[config.mk]
export PLATFORM = sky130hd
export DESIGN_NAME = fetch_prefetch_unit
export DESIGN_NICKNAME = d
export VERILOG_FILES = /design/src/rtl/fetch_prefetch_unit.sv
export SDC_FILE = /design/constraint.sdc
export NUM_CORES = 1
export LEC_CHECK = 0
export ABC_AREA = 1
export BUFFER_PORTS_ARGS = -buffer_cell sky130_fd_sc_hd__buf_2
export CELL_PAD_IN_SITES_DETAIL_PLACEMENT = 1
export CELL_PAD_IN_SITES_GLOBAL_PLACEMENT = 1
export CORE_MARGIN = 10
export CORE_UTILIZATION = 45
export DETAILED_ROUTE_END_ITERATION = 10
export PLACE_DENSITY = 0.92
export SLEW_MARGIN = 40
export SYNTH_ARGS = -nofsm -noshare
export SYNTH_HDL_FRONTEND = slang
export SYNTH_SLANG_ARGS = --single-unit
[constraint.sdc]
create_clock -name clk_i -period 7.1 [get_ports clk_i]
set_input_delay 0.355 -clock clk_i [delete_from_list [all_inputs] [get_ports clk_i]]
set_output_delay 0.355 -clock clk_i [all_outputs]
set_load 0.005 [all_outputs]
[src/rtl/fetch_prefetch_unit.sv]
// Prefetching instruction front end: issues in-order word reads,
// buffers returns in a small FIFO and hands {pc, instr} to IF/ID.
module fetch_prefetch_unit #(
  parameter int XLEN = 32,
  parameter int DEPTH = 4,
  parameter int MAX_OUTSTANDING = 2,
  parameter logic [XLEN-1:0] RESET_PC = '0
) (
  input  logic            clk_i,
  input  logic            n_rst,
  input  logic            redirect_i,
  input  logic [XLEN-1:0] redirect_pc_i,
  output logic            mem_req_o,
  output logic [XLEN-1:0] mem_addr_o,
  input  logic            mem_gnt_i,
  input  logic            mem_rvalid_i,
  input  logic [XLEN-1:0] mem_rdata_i,
  output logic            valid_o,
  input  logic            ready_i,
  output logic [XLEN-1:0] instr_o,
  output logic [XLEN-1:0] pc_o
);

  localparam int PW = (DEPTH > 1) ? $clog2(DEPTH) : 1;
  localparam int CW = $clog2(DEPTH + 1);
  localparam int OW = $clog2(MAX_OUTSTANDING + 1);
  localparam int SW = CW + OW + 1;

  logic [XLEN-1:0] fetch_pc;
  logic [XLEN-1:0] resp_pc;
  logic [CW-1:0]   count;
  logic [OW-1:0]   outstanding;
  logic [OW-1:0]   out_next;
  logic [OW-1:0]   discard;
  logic            busy_discard;
  logic [PW-1:0]   wptr;
  logic [PW-1:0]   rptr;
  logic [XLEN-1:0] pc_mem  [DEPTH];
  logic [XLEN-1:0] ins_mem [DEPTH];

  logic [XLEN-1:0] target;
  logic [SW-1:0]   credit;
  logic            grant;
  logic            ret;
  logic            push;
  logic            pop;

  assign target = {redirect_pc_i[XLEN-1:2], 2'b00};

  // Reads already doomed by a redirect do not need FIFO space.
  assign credit = SW'(count) + SW'(outstanding)
                - SW'(discard);

  assign mem_req_o = n_rst && !redirect_i
                  && (outstanding < OW'(MAX_OUTSTANDING))
                  && (credit < SW'(DEPTH));
  assign mem_addr_o = fetch_pc;

  assign grant = mem_req_o && mem_gnt_i;
  assign ret   = mem_rvalid_i && (outstanding != '0);
  assign push  = ret && !busy_discard && !redirect_i;
  assign pop   = valid_o && ready_i && !redirect_i;

  assign out_next = outstanding + OW'(grant) - OW'(ret);

  assign valid_o = (count != '0);
  assign pc_o    = pc_mem[rptr];
  assign instr_o = ins_mem[rptr];

  always_ff @(posedge clk_i) begin
    if (!n_rst) begin
      fetch_pc     <= RESET_PC;
      resp_pc      <= RESET_PC;
      count        <= '0;
      outstanding  <= '0;
      discard      <= '0;
      busy_discard <= 1'b0;
      wptr         <= '0;
      rptr         <= '0;
      for (int i = 0; i < DEPTH; i++) begin
        pc_mem[i]  <= '0;
        ins_mem[i] <= '0;
      end
    end else begin
      outstanding <= out_next;
      if (grant) begin
        fetch_pc <= fetch_pc + XLEN'(4);
      end
      if (redirect_i) begin
        fetch_pc     <= target;
        resp_pc      <= target;
        count        <= '0;
        wptr         <= '0;
        rptr         <= '0;
        discard      <= out_next;
        busy_discard <= (out_next != '0);
      end else begin
        if (ret && busy_discard) begin
          discard      <= discard - OW'(1);
          busy_discard <= (discard != OW'(1));
        end
        if (push) begin
          pc_mem[wptr]  <= resp_pc;
          ins_mem[wptr] <= mem_rdata_i;
          wptr          <= wptr + PW'(1);
          resp_pc       <= resp_pc + XLEN'(4);
        end
        if (pop) begin
          rptr <= rptr + PW'(1);
        end
        count <= count + CW'(push) - CW'(pop);
      end
    end
  end

  a_no_overflow: assert property (
    @(posedge clk_i) disable iff (!n_rst)
    !(push && !pop && (count == CW'(DEPTH))));

  a_outstanding: assert property (
    @(posedge clk_i) disable iff (!n_rst)
    outstanding <= OW'(MAX_OUTSTANDING));

endmodule
After elaboration in Yosys (flattened, before gate mapping) --
Memory sizes are Yosys's and may differ from the RTL's. A register that Yosys moved wholly into a read port is not among the register bits. Index checks and enable logic that the tools add are counted.
Storage, ports and cells: bits in registers 76, memory bits (writable) 256, bits of input ports 70, output and inout port bits 98, word-level logic and storage cells 71, memories 2
Cells by class: add/subtract/negate cells 11, magnitude comparators 2, equality and inequality tests 1, mux-type cells 23, bitwise gates (word level) 1, reductions and logical operators 21
Memories:
- ins_mem | depth 4, bits a word 32, read ports 1, clocked after Yosys merged registers in 1, write ports 4, line 39 | logic [XLEN-1:0] ins_mem [DEPTH];
- pc_mem | depth 4, bits a word 32, read ports 1, clocked after Yosys merged registers in 1, write ports 4, line 38 | logic [XLEN-1:0] pc_mem [DEPTH];
Operator list (number):
- 32-bit 2-to-1 mux | 6
- 32-bit by 3-bit adder with 32-bit output, second input constant | 2
- 32-bit OR reduction | 2
- 2-bit 2-to-1 mux | 8
- 1-bit logical AND | 10
- 2-bit nonzero test | 5
- 1-bit 2-to-1 mux | 9
- 6-bit by 3-bit < comparator with 1-bit output, second input constant | 1
- 4-bit by 2-bit subtractor with 5-bit output | 1
- 2-bit by 1-bit adder with 2-bit output, second input constant | 2
- 3-bit by 2-bit adder with 4-bit output | 1
- 3-bit by 1-bit adder with 3-bit output | 1
- 3-bit nonzero test | 1
- 3-bit by 1-bit subtractor with 3-bit output | 1
- 2-bit by 1-bit adder with 2-bit output | 1
- 1-bit logical NOT | 2
- 2-bit < comparator, second input constant | 1
- 2-bit by 1-bit != test with 1-bit output, second input constant | 1
- 2-bit OR reduction | 1
- 2-bit by 1-bit subtractor with 2-bit output | 1
- 2-bit by 1-bit subtractor with 2-bit output, second input constant | 1
- 1-bit inverter | 1

Depth between registers and ports, before layout --
Gate-level depths: netlist of run 1.
word-level depth 10, mapped depth 17, gate-level depth less buffers 16

Worst setup path after synthesis of run 1 --
No wires, ideal clock.
path kind register to register, start register outstanding[1], end memory ins_mem[3][0], enable pin, library setup time 567 ps, data arrival time 5244 ps, required time 6533 ps, setup slack 1288 ps, cell stages (with the launch flop) 7, path buffers 0, clock period less this slack 5812 ps, path through dfxtp_1 o21ai_2 nor2_4 nand2_2 nor2_1 inv_1 o21ai_0
RTL lines:
- from (decl) | line 32 | logic [OW-1:0] outstanding;
- from (signal assigned) | line 85 | outstanding <= out_next;
- to (decl) | line 39

Final worst setup path of run 1 --
start register count[1], end register discard[1]
On the way: word-level cells in the longest chain between the ends 8
Ends and longest elaborated chain:
- from (decl) | line 31 | logic [CW-1:0] count;
- from (signal assigned) | line 111 | count <= count + CW'(push) - CW'(pop);
- 3-bit by 2-bit adder with 4-bit output | line 51 | assign credit = SW'(count) + SW'(outstanding)
- 4-bit by 2-bit subtractor with 5-bit output | line 52 | - SW'(discard);
- 6-bit by 3-bit < comparator with 1-bit output | line 56 | && (credit < SW'(DEPTH));
- 1-bit logical AND | line 56
- 1-bit logical AND | line 59 | assign grant = mem_req_o && mem_gnt_i;
- 2-bit by 1-bit adder with 2-bit output | line 64 | assign out_next = outstanding + OW'(grant) - OW'(ret);
- 2-bit by 1-bit subtractor with 2-bit output | line 64
- 2-bit 2-to-1 mux | line 89 | if (redirect_i) begin
- to (signal assigned) | line 95 | discard <= out_next;
- to (signal assigned) | line 99 | discard <= discard - OW'(1);
- to (decl) | line 34 | logic [OW-1:0] discard;
No other way between the ends. A chain may end at the register's enable or synchronous reset.

==> impl_metrics.toml, run 1 <==
[cts]
cts_hold_buf = 0
cts_resized = 0
cts_buffers = 35
clock-sinks = 322
cts_setup_buffers = 0
worstSkewPairLatency_ps = 530
path_clk_slew_ps = 60
clock_path_buffers = 3
cts_tree = "yes"
cts_root_buf = "clkbuf_16"
htree_num_levels = 2

[route]
drcViolationCount = 0
wl_per_cell_um = 21.28
routed-via-count = 13416
routed_wl_um = 50890
dr.pass1.iters = 5
ant_nets = 0
drt_iter0_drc = 985
viasPerCell = 5.611

[timing]
grt_setup_unrepaired = "false"
fmax_mhz = 278.4
period_needed_ps = 3592
final_hold_viol_count = 0
slew_headroom = 0.4473
finClkSkew_ps = 23.68
fin_crit_sh = 0.5059
maxSlewViolCount = 0
worstMarginPinSlew_ps = 829.0
setup_tns_ps = 0
setup_violations = 0
holdWs_ps = 114.6

[yosys]
synth-seq-area-share = 0.5610
synth_most_common_cell = "nor2_1"
ys_ff_latch = 322
synth_cells = 1790
synth_warnings = 0
synth_top_area_cell = "edfxtp_1"
async_flop_share = 0
synthFlopType = "edfxtp_1"
ys_top_cells_by_count = "nor2_1, nand2_1, edfxtp_1, inv_1, o21ai_0"
synth_top_area_share = 0.4679
syn_area_um2 = 15920
synth_edf_count = 248
synthDistinctLibCells = 42
ys_top_cells_by_area = "edfxtp_1, nor2_1, dfxtp_1"
synth.avg_cell_area_um2 = 8.892

[critical_path]
critical-path-max-stage-delay_ps = 480
critical_path_required_ps = 7560
path_max_fanout = 31
crit_slowest_cell = "ha_1"
r2r_slack_ps = 3510
path_cells = "inv_1 > fa_1 > inv_1 > ha_1 > o21ai_0 > nand2_1 > nor2_2 > nand4_4 > ha_1 > inv_1 > ha_1 > xor2_1 > xor2_1 > nand2_1 > a21oi_1"
endpoint_kind = "register"
critPathLaunchType = "register"
path_class = "reg -> reg"
worst_ep_arrival_time_ps = 4050
crit_family = "adder cells"
crit_buf_inv = 3

[pwr]
leakage_nw = 7.049
power_density_nw_per_um2 = 246.0
vdd_ir_drop_max_uv = 140.0

[run_status]
status = "finished, final reports clean"

[floorplanning]
fp.coreArea_um2 = 34710
num_io_pins = 168
row_count = 68
dieHeight_um = 208.1
initial_core_util = 0.4585
die_area_um2 = 43290
die_w_um = 208.1

[layout]
fin_area_um2 = 18220
layoutNonFillerInstCount = 2391
fillers = 4111
nets = 1995
ff_latch_area_um2 = 8934
multi_input_area_um2 = 5862
diodes = 0
drive_gt1_frac = 0.1653
syn_to_final_growth_pct = 14.47

[grt]
antenna_found_initial = 0
grt_pass1_vias = 14586
overflow = 0
grt_pass1_wl_um = 79410
grt_max_degree = 91
grt_usage = 0.2258

[placement]
dp_cells = 2330
io_buffers = 161
dpl_cell_area_um2 = 17140
hpwl_um = 32350
place.gp.congestion = 0.9302

[worst_hold_path]
hold_class = "in -> reg"

[run]
cap_viol_max_count = 0
[area by class of cell]
cell class,count,area share
flip-flops and latches,322,0.4903
clock buffers,48,0.05247
repair buffers,177,0.05645
multi-input cells,1179,0.3217
well taps,455,0.03125
inverters,197,0.04107
clock inverters,13,0.006730
[per-stage QoR]
stage | setup WS (ps) | power (mW) | util
after detailed placement | 3380 | 2.742 | 0.4937
after global placement | 2722 | 2.694 | 0.4888
after global routing | 3236 | 4.639 | 0.5249
after CTS | 3473 | 4.498 | 0.5248
final | 3508 | 4.481 | 0.5249
after floorplan | 1288 | 2.540 | -
[registers in the layout, indices dropped and copies added (netlist names), named ones only]
name and flops:
count 3, rptr 2, mem_addr_o 30, ins_mem 128, outstanding 2, busy_discard 1
wptr 2, resp_pc 30, pc_mem 120, discard 2
[logic make-up after synthesis]
| group | count (synthesis) | share of synthesized area |
|---|---|---|
| buffers and inverters | 292 | 0.07665 |
| DFF | 322 | 0.5610 |
| xor gates and xnor gates | 21 | 0.01156 |
| adders and majority gates | 13 | 0.01116 |
| AOI/OAI and AO/OA | 293 | 0.09897 |
| and+or+nand+nor | 848 | 0.2405 |
| other | 1 | 0.0002356 |
[routing by layer]
| metal | GRT usage | routed length, um | vias to the layer above | share of wire |
|---|---|---|---|---|
| li1 | - | - | 6145 | - |
| met1 | 0.2692 | 20780 | 6692 | 0.41 |
| met2 | 0.4085 | 25870 | 475 | 0.51 |
| met3 | 0.03385 | 2830 | 104 | 0.056 |
| met4 | 0.07073 | 1411 | 0 | 0.028 |
| met5 | 0 | 0 | - | 0 |
[path summary, 6_finish.rpt]
check	to	from	depth (start not counted)
worst max-delay path	discard[1]$_SDFFE_PN0P_	count[1]$_SDFF_PP0_	15
worst max register to register	discard[1]$_SDFFE_PN0P_	count[1]$_SDFF_PP0_	15
worst min register to register	register	rptr[1]$_SDFFE_PP0P_	2
worst min-delay path	resp_pc[3]$_SDFFE_PN0P_	redirect_pc_i[3]	3
[tightest hold or removal path, cell delays in order]
cell and delay, ps:
buf_2 110, nand2_1 50, a31oi_1 70
[placed cells by master (no fill, tap or decap), drive strengths merged]
cell type,instances
inv,197
o211ai,4
nor3,22
clkinv,11
nand2,279
nor2,449
or2,1
clkbuf,48
a31oi,8
buf,177
nand3b,5
xor2,12
nand3,73
xnor2,9
o22ai,64
edfxtp,248
nor4,1
dfxtp,74
conb,4
o21ai,179
bufinv,2
a21oi,38
nand4,18
fa,2
ha,11
[where the power goes]
group / internal [mW] / switching (mW)
clock network: 1.02 / 0.753
logic: 0.155 / 0.354
registers: 2.13 / 0.0696
total: 3.30 / 1.18
Note: power is estimated with default switching activity, not from simulation.
==> inputs of run 2 (changes only) <==
clock period = 3.6 ns   (was 7.1 ns; I/O delays follow)
==> run 2 against run 1 <==
Utilization grew 0.090 points. Cell area grew 0.17%. Global-route usage grew 0.35 points. Critical endpoint is now busy_discard$_SDFFE_PN0P_. Worst setup slack lost 3000 ps. Clock power grew 100%. Critical path depth is the same. Largest cell class unchanged. Routed wire length grew 1.7%. Fmax grew 15%. Sequential share of layout area shrank 0.084 points. Clock skew shrank 9.4 ps. Count of clock-buffer cells in the layout shrank 5. Highest routed layer unchanged.
==> impl_metrics.toml, run 2 (synthesis gave the netlist of run 1 again) <==
[layout]
regMostFlops = "ins_mem"
multi_input_area_um2 = 5826
drive_gt1_frac = 0.1669
syn_to_final_growth_pct = 14.67
diodes = 0
final_common_cell = "nor2_1"
top_regs = "ins_mem (128), pc_mem (120)"
nets = 1999
fillers = 4023
largest_register_ffs = 128
mostFrequentLayoutCells = "nor2_1, nand2_1, edfxtp_1, inv_1, o21ai_0"
ff_latch_area_um2 = 8934
fin_area_um2 = 18250

[timing]
fmax_mhz = 321.3
finClkSkew_ps = 14.29
setup_slack_ps = 487.2
setup_violations = 0
slew_headroom = 0.4216
setup_tns_ps = 0
final_hold_viol_count = 0
fin_crit_sh = 0.8647
maxSlewViolCount = 0
period_needed_ps = 3113
worstMarginPinSlew_ps = 867.6
grt_setup_unrepaired = "false"

[placement]
hpwl_um = 32080
io_buffers = 161
dpl_cell_area_um2 = 17070
place.gp.congestion = 0.8715
place_ws_ps = 509.4

[worst_hold_path]
holdPathStages = 3
hp-start = "redirect_pc_i[2]"
hold_class = "in -> reg"

[route]
drt_iter0_drc = 1067
wl_per_cell_um = 21.61
routed-via-count = 13452
viasPerCell = 5.614
dr.pass1.iters = 5
routed_wl_um = 51770
drcViolationCount = 0
ant_nets = 0

[run]
cap_viol_max_count = 0

[floorplanning]
row_count = 68
die_w_um = 208.1
die_area_um2 = 43290
num_io_pins = 168
fp.coreArea_um2 = 34710
dieHeight_um = 208.1
initial_core_util = 0.4585

[grt]
grt_max_degree = 85
grt_pass1_vias = 14566
antenna_found_initial = 0
grt_pass1_wl_um = 80540
overflow = 0
grt_usage = 0.2293

[cts]
cts_tree = "yes"
path_clk_slew_ps = 60
cts_hold_buf = 3
clock-sinks = 322
cts_setup_buffers = 0
htree_num_levels = 2
cts_root_buf = "clkbuf_16"
cts_buffers = 35
cts_resized = 0
clock_path_buffers = 3
worstSkewPairLatency_ps = 520

[critical_path]
endpoint_kind = "register"
path_class = "reg -> reg"
worst_ep_arrival_time_ps = 3560
critPathLaunchType = "register"
critical_path_required_ps = 4040
path_max_fanout = 4
r2r_cells = 15
startpoint = "count[1]$_SDFF_PP0_"
r2r_start = "count[1]$_SDFF_PP0_"

[run_status]
status = "finished, final reports clean"

[pwr]
vdd_ir_drop_max_uv = 312.8
power_density_nw_per_um2 = 490.0
leakage_nw = 7.076
finalPower_mw = 8.944
[run 2: layer usage]
metal / wire, um / track usage / vias up / share of wire
li1: - / - / 6163 / -
met1: 20650 / 0.2785 / 6657 / 0.40
met2: 26330 / 0.4061 / 541 / 0.51
met3: 3464 / 0.03864 / 91 / 0.067
met4: 1331 / 0.07073 / 0 / 0.026
met5: 0 / 0 / - / 0
[run 2: layout make-up]
class,instances,area share
clock inverter,19,0.01131
sequential,322,0.4895
tap,455,0.03119
timing repair buffer,181,0.05711
clock buffer,43,0.05073
multi-input combinational,1179,0.3192
inverter,197,0.04100
[run 2: worst max-delay path, cell delays in order, from the launching register on]
cell,delay (ps)
dfxtp_1,430
inv_1,110
fa_1,470
inv_1,90
ha_1,250
o21ai_0,170
nand2_1,90
nor2_2,120
nand4_2,120
ha_1,300
inv_1,40
ha_1,180
xor2_1,210
xor2_1,210
nand2_1,110
a21oi_1,140
[run 2: power by group]
group | total (mW) | internal, mW | switching (mW)
registers | 4.34 | 4.21 | 0.138
logic | 1.01 | 0.303 | 0.704
clock network | 3.59 | 2.12 | 1.47
total | 8.94 | 6.63 | 2.32
[run 2: worst paths after layout]
check	end	slack, ps
worst max-delay path	busy_discard$_SDFFE_PN0P_	490
worst min-delay path	mem_addr_o[2]$_SDFFE_PN0P_	8
worst max register to register	busy_discard$_SDFFE_PN0P_	490
worst min register to register	register	480
[run 2: per-stage QoR]
| step | hold WS [ps] | cells | utilization |
|---|---|---|---|
| floorplan | 341.1 | 1793 | - |
| global route | 18.38 | 2396 | 0.5258 |
| detailed placement | 468.2 | 2330 | 0.4916 |
| global placement | 452.6 | 2330 | 0.4916 |
| CTS | 0.05362 | 2395 | 0.5251 |
| finish | 8.191 | 2396 | 0.5258 |
